`src/rtl/freq_capture_pkg.sv`:
```
`default_nettype none
// ============================================================================
// Module      : freq_capture_pkg
// Description : Shared constants and elaboration-time helpers for the
//               multichannel frequency capture block: register-port opcodes,
//               FSM state encodings, target period / tolerance arithmetic and
//               the band-membership test used by every analyzer channel.
// Revision    : 1.0 - initial release
// ============================================================================
package freq_capture_pkg;

    // Register write port opcodes
    localparam logic [1:0] REGISTER_WRITE_OPERATION = 2'd2;
    localparam logic [1:0] REGISTER_IDLE_OPERATION  = 2'd0;

    // Control FSM state encodings
    localparam logic [1:0] c_state_idle = 2'd0;
    localparam logic [1:0] c_state_run  = 2'd1;
    localparam logic [1:0] c_state_dump = 2'd2;
    localparam logic [1:0] c_state_done = 2'd3;

    // Target period in clocks; a zero frequency yields period 0, which no
    // measured period (always >= 1) can ever match with zero tolerance.
    function automatic logic [63:0] calc_period(input logic [63:0] clock_hz,
                                                input logic [63:0] freq_hz);
        if (freq_hz == 64'd0) begin
            return 64'd0;
        end
        return clock_hz / freq_hz;
    endfunction

    // Allowed absolute deviation in clocks, percent of the target period
    function automatic logic [63:0] calc_tolerance(input logic [63:0] period,
                                                   input logic [63:0] deviation_pct);
        return (period * deviation_pct) / 64'd100;
    endfunction

    // |measured - target| <= tolerance, computed without signed arithmetic
    function automatic logic in_band(input logic [63:0] measured,
                                     input logic [63:0] target,
                                     input logic [63:0] tolerance);
        logic [63:0] diff;
        diff = (measured > target) ? (measured - target) : (target - measured);
        return (diff <= tolerance);
    endfunction

endpackage : freq_capture_pkg
`default_nettype wire

```
`src/rtl/frequency_band_channel.sv`:
```
`default_nettype none
// ============================================================================
// Module      : frequency_band_channel
// Description : One analyzer channel. Measures the period between rising
//               edges of a sampled bit and accumulates every measured period
//               that falls inside either of two target bands.
// Ports       : clk, rst          - clock, synchronous active-high reset
//               i_enable          - measurement active (state frozen when low)
//               i_clear           - zero counter, accumulators and arm flag
//               i_sample_bit      - sampled pixel bit
//               o_acc0 / o_acc1   - time-in-band accumulators, band 0 / 1
// Revision    : 1.0 - initial release
// ============================================================================
module frequency_band_channel
    import freq_capture_pkg::*;
#(
    parameter int          COUNTER_WIDTH = 32,
    parameter logic [63:0] PERIOD0       = 64'd0,
    parameter logic [63:0] TOLERANCE0    = 64'd0,
    parameter logic [63:0] PERIOD1       = 64'd0,
    parameter logic [63:0] TOLERANCE1    = 64'd0
) (
    input  logic                     clk,
    input  logic                     rst,
    input  logic                     i_enable,
    input  logic                     i_clear,
    input  logic                     i_sample_bit,
    output logic [COUNTER_WIDTH-1:0] o_acc0,
    output logic [COUNTER_WIDTH-1:0] o_acc1
);

    localparam logic [COUNTER_WIDTH-1:0] c_all_ones = '1;

    logic                     r_prev;
    logic                     r_armed;
    logic [COUNTER_WIDTH-1:0] r_count;
    logic [COUNTER_WIDTH-1:0] r_acc0;
    logic [COUNTER_WIDTH-1:0] r_acc1;

    logic                     w_rise;
    logic [COUNTER_WIDTH:0]   w_period;
    logic [COUNTER_WIDTH:0]   w_sum0;
    logic [COUNTER_WIDTH:0]   w_sum1;
    logic                     w_match0;
    logic                     w_match1;

    assign w_rise   = i_sample_bit & ~r_prev;
    // One bit wider so a saturated counter still yields a correct period
    assign w_period = {1'b0, r_count} + {{COUNTER_WIDTH{1'b0}}, 1'b1};
    assign w_match0 = in_band(64'(w_period), PERIOD0, TOLERANCE0);
    assign w_match1 = in_band(64'(w_period), PERIOD1, TOLERANCE1);
    // Carry-out of these sums is the saturation flag
    assign w_sum0   = {1'b0, r_acc0} + w_period;
    assign w_sum1   = {1'b0, r_acc1} + w_period;

    always_ff @(posedge clk) begin
        if (rst || i_clear) begin
            r_prev  <= 1'b0;
            r_armed <= 1'b0;
            r_count <= '0;
            r_acc0  <= '0;
            r_acc1  <= '0;
        end else if (i_enable) begin
            r_prev <= i_sample_bit;
            if (w_rise) begin
                r_count <= '0;
                r_armed <= 1'b1;
                // The first edge only establishes a reference point
                if (r_armed) begin
                    if (w_match0) begin
                        r_acc0 <= w_sum0[COUNTER_WIDTH] ? c_all_ones : w_sum0[COUNTER_WIDTH-1:0];
                    end
                    if (w_match1) begin
                        r_acc1 <= w_sum1[COUNTER_WIDTH] ? c_all_ones : w_sum1[COUNTER_WIDTH-1:0];
                    end
                end
            end else if (r_count != c_all_ones) begin
                r_count <= r_count + 1'b1;
            end
        end
    end

    assign o_acc0 = r_acc0;
    assign o_acc1 = r_acc1;

endmodule : frequency_band_channel
`default_nettype wire

```
`src/rtl/multichannel_frequency_capture.sv`:
```
`default_nettype none
// ============================================================================
// Module      : multichannel_frequency_capture
// Description : Samples bit 7 of selected pixels in the pixel stream, measures
//               the period of each sampled bit and accumulates time spent in
//               two frequency bands per channel. On stop, the 2*CHANNELS
//               accumulators are written out over the register write port
//               (register 2i = band 0 of channel i, 2i+1 = band 1), then irq
//               pulses for one cycle.
// Ports       : clock, reset        - clock, synchronous active-high reset
//               pixel_valid/data    - pixel stream, bit 7 sampled
//               line_start          - marks pixel index 0
//               start/stop/clear    - capture control
//               register_operation  - 2 = write request, 0 = idle
//               register_number     - target register index
//               register_write      - write data
//               register_ack        - write accepted this cycle
//               busy/done/irq       - status
// Revision    : 1.0 - initial release
// ============================================================================
module multichannel_frequency_capture
    import freq_capture_pkg::*;
#(
    parameter int                                     CHANNELS            = 3,
    parameter int                                     PIXEL_INDEX_WIDTH   = 10,
    parameter int                                     COUNTER_WIDTH       = 32,
    parameter logic [CHANNELS*PIXEL_INDEX_WIDTH-1:0] PIXEL_INDICES       = {10'd1023, 10'd511, 10'd15},
    parameter logic [CHANNELS*32-1:0]                FREQUENCIES0        = {32'd9000, 32'd9000, 32'd9000},
    parameter logic [CHANNELS*32-1:0]                FREQUENCIES1        = {32'd11000, 32'd11000, 32'd11000},
    parameter int                                     FREQUENCY_DEVIATION = 10,
    parameter int                                     CLOCK_FREQUENCY     = 100000000
) (
    input  logic        clock,
    input  logic        reset,
    input  logic        pixel_valid,
    input  logic [7:0]  pixel_data,
    input  logic        line_start,
    input  logic        start,
    input  logic        stop,
    input  logic        clear,
    output logic [1:0]  register_operation,
    output logic [7:0]  register_number,
    output logic [31:0] register_write,
    input  logic        register_ack,
    output logic        busy,
    output logic        done,
    output logic        irq
);

    localparam int                  c_regs     = 2 * CHANNELS;
    localparam int                  c_idx_w    = $clog2(c_regs + 1);
    localparam logic [c_idx_w-1:0]  c_last_idx = c_idx_w'(c_regs - 1);
    localparam logic [c_idx_w-1:0]  c_num_regs = c_idx_w'(c_regs);

    logic [1:0]                   r_state;
    logic [PIXEL_INDEX_WIDTH-1:0] r_pixel_count;
    logic [CHANNELS-1:0]          r_sample;
    logic [c_idx_w-1:0]           r_index;

    logic                         w_run;
    logic                         w_meas_clear;
    logic                         w_chan_enable;
    logic [PIXEL_INDEX_WIDTH-1:0] w_pixel_index;
    logic [c_idx_w-1:0]           w_dump_sel;
    logic [COUNTER_WIDTH-1:0]     w_acc [0:c_regs-1];
    logic [COUNTER_WIDTH-1:0]     w_sel_acc;
    logic [31:0]                  w_word;
    logic                         w_unused_pixel_bits;

    assign w_unused_pixel_bits = ^pixel_data[6:0];

    assign w_run = (r_state == c_state_run);
    // Every entry into RUN starts from a clean slate, as does clear in RUN.
    // Stop takes priority over clear so the dumped values are the final ones.
    assign w_meas_clear = (((r_state == c_state_idle) || (r_state == c_state_done)) && start)
                        || (w_run && clear && !stop);
    // Freeze measurement on the stop cycle so the first dump word is exact
    assign w_chan_enable = w_run && !stop;

    // A pixel flagged with line_start is index 0 regardless of the counter
    assign w_pixel_index = line_start ? '0 : r_pixel_count;

    // Pixel counter and sample latches
    always_ff @(posedge clock) begin
        if (reset || w_meas_clear) begin
            r_pixel_count <= '0;
            r_sample      <= '0;
        end else if (w_chan_enable) begin
            if (pixel_valid) begin
                r_pixel_count <= line_start ? PIXEL_INDEX_WIDTH'(1) : r_pixel_count + 1'b1;
            end else if (line_start) begin
                r_pixel_count <= '0;
            end
            for (int i = 0; i < CHANNELS; i++) begin
                if (pixel_valid && (w_pixel_index == PIXEL_INDICES[i*PIXEL_INDEX_WIDTH +: PIXEL_INDEX_WIDTH])) begin
                    r_sample[i] <= pixel_data[7];
                end
            end
        end
    end

    for (genvar g = 0; g < CHANNELS; g++) begin : g_channel
        localparam logic [63:0] c_period0 = calc_period(64'(CLOCK_FREQUENCY), 64'(FREQUENCIES0[g*32 +: 32]));
        localparam logic [63:0] c_period1 = calc_period(64'(CLOCK_FREQUENCY), 64'(FREQUENCIES1[g*32 +: 32]));

        frequency_band_channel #(
            .COUNTER_WIDTH (COUNTER_WIDTH),
            .PERIOD0       (c_period0),
            .TOLERANCE0    (calc_tolerance(c_period0, 64'(FREQUENCY_DEVIATION))),
            .PERIOD1       (c_period1),
            .TOLERANCE1    (calc_tolerance(c_period1, 64'(FREQUENCY_DEVIATION)))
        ) u_channel (
            .clk          (clock),
            .rst          (reset),
            .i_enable     (w_chan_enable),
            .i_clear      (w_meas_clear),
            .i_sample_bit (r_sample[g]),
            .o_acc0       (w_acc[2*g]),
            .o_acc1       (w_acc[2*g+1])
        );
    end

    // Word to load next: register 0 when leaving RUN, else the one after r_index
    assign w_dump_sel = w_run ? '0 : (r_index + 1'b1);
    assign w_sel_acc  = (w_dump_sel < c_num_regs) ? w_acc[w_dump_sel] : '0;

    if (COUNTER_WIDTH >= 32) begin : g_word_truncate
        assign w_word = w_sel_acc[31:0];
    end else begin : g_word_extend
        assign w_word = {{(32-COUNTER_WIDTH){1'b0}}, w_sel_acc};
    end

    // Control FSM with registered outputs
    always_ff @(posedge clock) begin
        if (reset) begin
            r_state            <= c_state_idle;
            r_index            <= '0;
            register_operation <= REGISTER_IDLE_OPERATION;
            register_number    <= 8'd0;
            register_write     <= 32'd0;
            busy               <= 1'b0;
            done               <= 1'b0;
            irq                <= 1'b0;
        end else begin
            irq <= 1'b0;
            case (r_state)
                c_state_idle: begin
                    if (start) begin
                        r_state <= c_state_run;
                        busy    <= 1'b1;
                    end
                end
                c_state_run: begin
                    if (stop) begin
                        r_state            <= c_state_dump;
                        r_index            <= '0;
                        register_operation <= REGISTER_WRITE_OPERATION;
                        register_number    <= 8'd0;
                        register_write     <= w_word;
                    end
                end
                c_state_dump: begin
                    if (register_ack && (register_operation == REGISTER_WRITE_OPERATION)) begin
                        if (r_index == c_last_idx) begin
                            r_state            <= c_state_done;
                            register_operation <= REGISTER_IDLE_OPERATION;
                            busy               <= 1'b0;
                            done               <= 1'b1;
                            irq                <= 1'b1;
                        end else begin
                            // Next request is presented the cycle after the ack
                            r_index         <= r_index + 1'b1;
                            register_number <= 8'(r_index + 1'b1);
                            register_write  <= w_word;
                        end
                    end
                end
                c_state_done: begin
                    if (start) begin
                        r_state <= c_state_run;
                        busy    <= 1'b1;
                        done    <= 1'b0;
                    end else if (clear) begin
                        r_state <= c_state_idle;
                        done    <= 1'b0;
                    end
                end
                default: begin
                    r_state <= c_state_idle;
                end
            endcase
        end
    end

endmodule : multichannel_frequency_capture
`default_nettype wire

```
`config.mk`:
```
export PLATFORM = sky130hd
export DESIGN_NAME = multichannel_frequency_capture
export DESIGN_NICKNAME = d
export VERILOG_FILES = /design/src/rtl/freq_capture_pkg.sv /design/src/rtl/frequency_band_channel.sv /design/src/rtl/multichannel_frequency_capture.sv
export SDC_FILE = /design/constraint.sdc
export NUM_CORES = 2
export LEC_CHECK = 0
export ABC_CLOCK_PERIOD_IN_PS = 7000
export BUFFER_PORTS_ARGS = -buffer_cell sky130_fd_sc_hd__buf_4
export CAP_MARGIN = 20
export CORE_MARGIN = 10
export CORE_UTILIZATION = 40
export DETAILED_ROUTE_END_ITERATION = 6
export HOLD_SLACK_MARGIN = 0.03
export PLACE_DENSITY = 0.52
export SLEW_MARGIN = 5
export SYNTH_ARGS = -nofsm -noshare
export SYNTH_HDL_FRONTEND = slang
export SYNTH_SLANG_ARGS = --single-unit
```
`constraint.sdc`:
```
create_clock -name clock -period 7 [get_ports clock]
set_clock_uncertainty 0.15 [all_clocks]
set_input_delay 0.35 -clock clock [delete_from_list [all_inputs] [get_ports clock]]
set_output_delay 0.35 -clock clock [all_outputs]
set_load 0.01 [all_outputs]
```
======== Word level (Yosys, flattened, before mapping) ========
Index checks and enable logic that the tools add are counted.
operators by class
  mux-type cells .......................... 58
  add/sub/neg operators ................... 27
  order comparisons ....................... 14
  bitwise gates (word level) .............. 9
  eq/ne operators ......................... 18
  reduce and logical (&&, ||, !) cells .... 41
operators by type and width
  operator                                                         count
  two-way mux 32 bit                                               18
  two-way mux 64 bit                                               6
  subtractor 14 x 33 -> 34 bit, first input constant               6
  subtractor 33 x 14 -> 34 bit, second input constant              6
  adder 32 x 33 -> 33 bit                                          6
  greater-than comparator 33 x 14 -> 1 bit, second input constant  6
  <= comparator 64 x 10 -> 1 bit, second input constant            3
  <= comparator 64 x 11 -> 1 bit, second input constant            3
  adder 32 x 1 -> 33 bit, second input constant                    3
  adder 32 x 1 -> 32 bit, second input constant                    3
  binary-select mux 32 bit (select 3 bit)                          1
  inequality test 32 bit, second input constant                    3
  one-hot mux 32 bit (2 select lines)                              1
  AND reduction 4 bit                                              10
  two-way mux 10 bit                                               3
  two-way mux 8 bit                                                3
  AND reduction 2 bit                                              9
  two-way mux 2 bit                                                8
  one-hot mux 8 bit (2 select lines)                               1
  two-way mux 3 bit                                                4
  nonzero test 2 bit                                               6
  adder 10 x 1 -> 10 bit, second input constant                    1
  equality test 10 bit, second input constant                      1
  equality test 10 x 4 -> 1 bit, second input constant             1
  26 further kinds                                                 55
word-level totals
  bits in registers ....................... 357

======== Depth between registers and ports, before layout ========
  depth after elaboration ................. 10
  mapped depth ............................ 23
  gate-level depth less buffers ........... 19

======== Modules after synthesis ========
A second synthesis with hierarchy kept.
second synthesis, totals
  cells, all modules ...................... 4716
  area total of the unflattened synthesis .. 35039.9 sq um
by module, submodules not included
  module                                                cells each  seq. area each (sq um)  area each (sq um)  instances
  frequency_band_channel at g_channel[0].u_channel ...  1418        1961.9                  10615.2            2
  frequency_band_channel at g_channel[1].u_channel      1384        1961.9                  10093.4            1
  multichannel_frequency_capture                        496         1101.1                  3716.1             1

======== Worst setup path before layout ========
Ideal clock, no wire load.
  path kind ............................... flip-flop to flip-flop
  from .................................... register g_channel[0].u_channel.r_count[8]
  to ...................................... register g_channel[0].u_channel.r_acc0[10]
  buffers on the path ..................... 4
  arrival time ............................ 5.352 ns
  required time ........................... 6.769 ns
  cell stages (with the launch flop) ...... 22
  setup slack ............................. 1.417 ns
  setup time .............................. 0.081 ns
  cell sequence ........................... dfxtp_1 > buf_2 > and4_1 > buf_4 > nand4_4 > xnor2_1 > inv_1 > clkbuf_1 > ha_1 > a2111oi_0 > a21o_1 > a31oi_1 > a41oi_1 > a211oi_1 > a311o_1 > a221o_1 > a211o_1 > a21oi_1 > xor2_1 > clkbuf_1 > a2111oi_2 > a211oi_2
between the ends
  word-level cells in the longest chain between the ends .. 5
  elaborated cells on any way between the ends .. 9
  those cells by class .................... 4 x add/sub; 2 x order compare; 2 x mux; 1 x reduce/logical
ends and longest elaborated chain
  what                                                  line                          text
  start, declared                                       frequency_band_channel.sv:36  logic [COUNTER_WIDTH-1:0] r_count;
  start signal, assigned                                frequency_band_channel.sv:78  r_count <= r_count + 1'b1;
  adder 32 x 1 -> 33 bit *                              frequency_band_channel.sv:49  assign w_period = {1'b0, r_count} + {{COUNTER_WIDTH{1'b0}}, 1'b1};
  subtractor 14 x 33 -> 34 bit (tied with other cells)  freq_capture_pkg.sv:43        diff = (measured > target) ? (measured - target) : (target - measured);
  two-way mux 64 bit                                    freq_capture_pkg.sv:43
  <= comparator 64 x 11 -> 1 bit                        freq_capture_pkg.sv:44        return (diff <= tolerance);
  AND reduction 4 bit (no source line)                  n/a
  end signal, assigned                                  frequency_band_channel.sv:71  r_acc0 <= w_sum0[COUNTER_WIDTH] ? c_all_ones : w_sum0[COUNTER_WIDTH-1:0];
  end, declared                                         frequency_band_channel.sv:37  logic [COUNTER_WIDTH-1:0] r_acc0;
Every way passes the cells marked *; elsewhere a longest branch is shown, timed or not.
A chain may end at the register's enable or synchronous reset.

======== Worst setup path in the final report ========
  from .................................... register g_channel[1].u_channel.r_count[11]
  to ...................................... register g_channel[1].u_channel.r_acc0[19]
between the ends
  word-level cells in the longest chain between the ends .. 5
  elaborated cells on any way between the ends .. 9
  those cells by class .................... 4 x add/sub; 2 x order compare; 2 x mux; 1 x reduce/logical
ends and longest elaborated chain
  what                                                  line
  start, declared                                       frequency_band_channel.sv:36
  start signal, assigned                                frequency_band_channel.sv:78
  adder 32 x 1 -> 33 bit *                              frequency_band_channel.sv:49
  subtractor 14 x 33 -> 34 bit (tied with other cells)  freq_capture_pkg.sv:43
  two-way mux 64 bit                                    freq_capture_pkg.sv:43
  <= comparator 64 x 11 -> 1 bit                        freq_capture_pkg.sv:44
  AND reduction 4 bit (no source line)                  n/a
  end signal, assigned                                  frequency_band_channel.sv:71
  end, declared                                         frequency_band_channel.sv:37
Marks and branches as above.

==> impl_metrics.ini <==
[power]
ir_drop_uv = 192
pwr_density_cell_nw_per_um2 = 154
p_total_w = 0.00587
leakagePower_nw = 16.0

[floorplanning]
core_region_area_um2 = 85300
start_util_pct = 40.4
std_cell_rows = 107
io-pin-count = 61
die_y_um = 313
die_w_um = 313
die_area_um2 = 98200

[grt]
gr-total-overflow = 0
antenna_found_initial = 1
grt_max_degree = 126
track_usage_pct = 23.3
grt_pass1_vias = 31600
grt_pass1_wl_mm = 186

[worst_setup_path]
startpoint_type = flip-flop
path_buf_inv = 2
ff2ff_setup_slack_ns = 0.59
cp_max_fo = 30
crit_path_cell_trace = nand4_1 -> or4_1 -> or3_1 -> and2_0 -> inv_2 -> ha_1 -> and3_1 -> a221oi_1 -> o21ai_0 -> or3_1 -> nor3_1 -> o31ai_1 -> o41ai_1 -> o2111ai_1 -> a21o_1 -> a21oi_1 -> xnor2_1 -> nand2_1 -> buf_4 -> o21a_1
rr_endpoint = g_channel[1].u_channel.o_acc0[19]
ff2ff_path_depth = 20
cp.arrival_ns = 6.77
cp_slowest_cell = or4_1
max_stage_delay_ns = 0.80
worstPathRequired_ns = 7.36
critical_path_class = reg2reg
worstSetupEndpointType = flip-flop
critPathTopFamily = simple AND/OR/NAND/NOR gates
regToRegStartpoint = g_channel[1].u_channel.r_count[11]
worst_path_most_repeated_cell = or3_1

[timing]
final-hold-violation-count = 0
slew_viol_final = 0
tns_ns = 0
fin_crit_sh_pct = 91.5
slew_headroom_pct = 30.4
period_needed_ns = 6.41
fin_ws_ns = 0.593
worstMarginPinSlew_ns = 1.04
fmax_mhz = 156
setup_viol = 0
rsz0062_at_grt = false

[synth]
yosys.cell_count.top_type = nand2_1
synth_edf_count = 0
syn_area_per_cell_um2 = 7.52
synth_commonest_cells = nand2_1, nor2_1, dfxtp_1
synth_area_um2 = 34400
netlist_top_cells_area = dfxtp_1, ha_1, xnor2_1, a21oi_1, nand2_1
async_flop_share_pct = 0
ys_seq_elements = 349
synth_top_area_cell = dfxtp_1
yosys_most_used_dff = dfxtp_1
ys_types = 111
yosysSeqAreaShare_pct = 20.3
synth_top_area_share_pct = 20.3
syn_inst = 4581
yosysWarnings = 0

[clocking]
cts.sinks = 349
cts_hold_buf = 10
clk_latency_ns = 0.65
cts_setup_buffers = 0
cts.path.max_buffers = 3
cts_made_buffers = 48
cts-htree-levels = 2
clk_pin_slew_ns = 0.06
ctsResizeCount = 0
cts_tree = built
cts_root_buf = clkbuf_16

[hold_path]
min-delay-start = register_ack
whs_endpoint = register_operation[1]
hp-class = in2reg
hold_depth = 4

[route]
drtPass1Iterations = 5
drc = 0
via_per_inst = 5.97
drtAntennaViolNets = 0
drtIter0Drc = 2743
wl_per_cell_um = 20.6
routed_wirelength_mm = 119
vias = 34300

[finish]
final_util_pct = 44.8
syn_to_final_growth_pct = 11.0
nets = 4812
final.fill_count = 8843
n_antenna_cell = 0
drive_above_1_share_pct = 10.2

[place]
dp_hpwl_mm = 90.0
place_ws_ns = 0.687
port_buffers = 48
globalplace.congestion = 0.941

[run]
maxCapViolations = 0

[run_status]
status = finished, final reports clean
where the power goes:
part | leakage, nW | internal [W] | switching [W]
Clock | 0.825 | 0.00158 | 0.00105
Sequential | 2.81 | 0.00203 | 0.0000305
Combinational | 12.4 | 0.000303 | 0.000880
cell families after synthesis:
group           after synthesis  share of synthesized area [%]
simple gates               1693                           24.8
compound gates             1352                           27.5
buf+inv                     483                           5.77
flops                       349                           20.3
xor+xnor                    319                           8.13
fa+ha+maj                   230                           8.49
mux                         154                           5.00
other cells                   1                         0.0109
cells in the final DEF, fill, tap and decap left out, types with 66 or more instances in the layout:
cell type	count
a21o_1	105
a21oi_1	328
a22oi_1	81
and3_1	66
buf_4	194
dfxtp_1	348
ha_1	224
inv_1	189
mux2i_1	136
nand2_1	429
nand3_1	157
nand4_1	73
nor2_1	414
nor3_1	133
o21a_1	80
o21ai_0	209
xnor2_1	205
xor2_1	110
worst max-delay path by stage:
stage                                                    to  slack [ns]  cells after the start                          startpoint
after floorplan           g_channel[0].u_channel.o_acc0[10]        1.42                     21   g_channel[0].u_channel.r_count[8]
final                     g_channel[1].u_channel.o_acc0[19]        0.59                     20  g_channel[1].u_channel.r_count[11]
after CTS                 g_channel[1].u_channel.o_acc0[29]        0.63                     20  g_channel[1].u_channel.r_count[11]
after detailed placement  g_channel[1].u_channel.o_acc0[29]        0.69                     20  g_channel[1].u_channel.r_count[11]
after global placement     g_channel[1].u_channel.o_acc0[3]        0.77                     20  g_channel[1].u_channel.r_count[11]
after global routing      g_channel[1].u_channel.o_acc1[24]        0.19                     16   g_channel[1].u_channel.r_count[9]
through the flow:
| stage | area, um2 | instances | hold slack [ns] |
|---|---|---|---|
| after CTS | 38200 | 5746 | 0.165 |
| after floorplan | 34500 | 4585 | 0.281 |
| after global placement | 36400 | 5645 | 0.287 |
| after global routing | 38200 | 5749 | 0.291 |
| final | 38200 | 5749 | 0.203 |
| after detailed placement | 36400 | 5647 | 0.293 |
tightest hold or removal path, delay by kind of cell:
family / cells / cell delay (ns)
buffers and inverters: 1 / 0.16
AOI/OAI and AO/OA: 2 / 0.25
and+or+nand+nor: 1 / 0.19
registers in the layout, summed over array words and instances, names as in the netlist, 2 cells and up:
register and count:
g_channel.u_channel.o_acc0 96, g_channel.u_channel.r_prev 3, register_write 32, register_number 2, g_channel.u_channel.r_count 96, r_index 2, r_state 2, r_sample 3
r_pixel_count 10, g_channel.u_channel.o_acc1 96, g_channel.u_channel.r_armed 3
layer usage:
layer	wire (um)	share of wire [%]	global-route usage, %
met3	7570	6.4	3.14
met4	3380	2.8	7.31
met2	50200	42	35.0
met1	57600	49	33.7
met5	10	0.0084	0
final cells by class:
| type | instances | area (um2) | share of cell area, % |
|---|---|---|---|
| multi-input cells | 3753 | 25600 | 67.1 |
| flip-flops and latches | 349 | 6990 | 18.3 |
| repair buffers | 214 | 1740 | 4.56 |
| clock buffers | 68 | 1440 | 3.76 |
| well taps | 1144 | 1430 | 3.74 |
| inverters | 200 | 751 | 1.96 |
| clock inverters | 21 | 239 | 0.625 |
(Power assumes the default switching activity.)
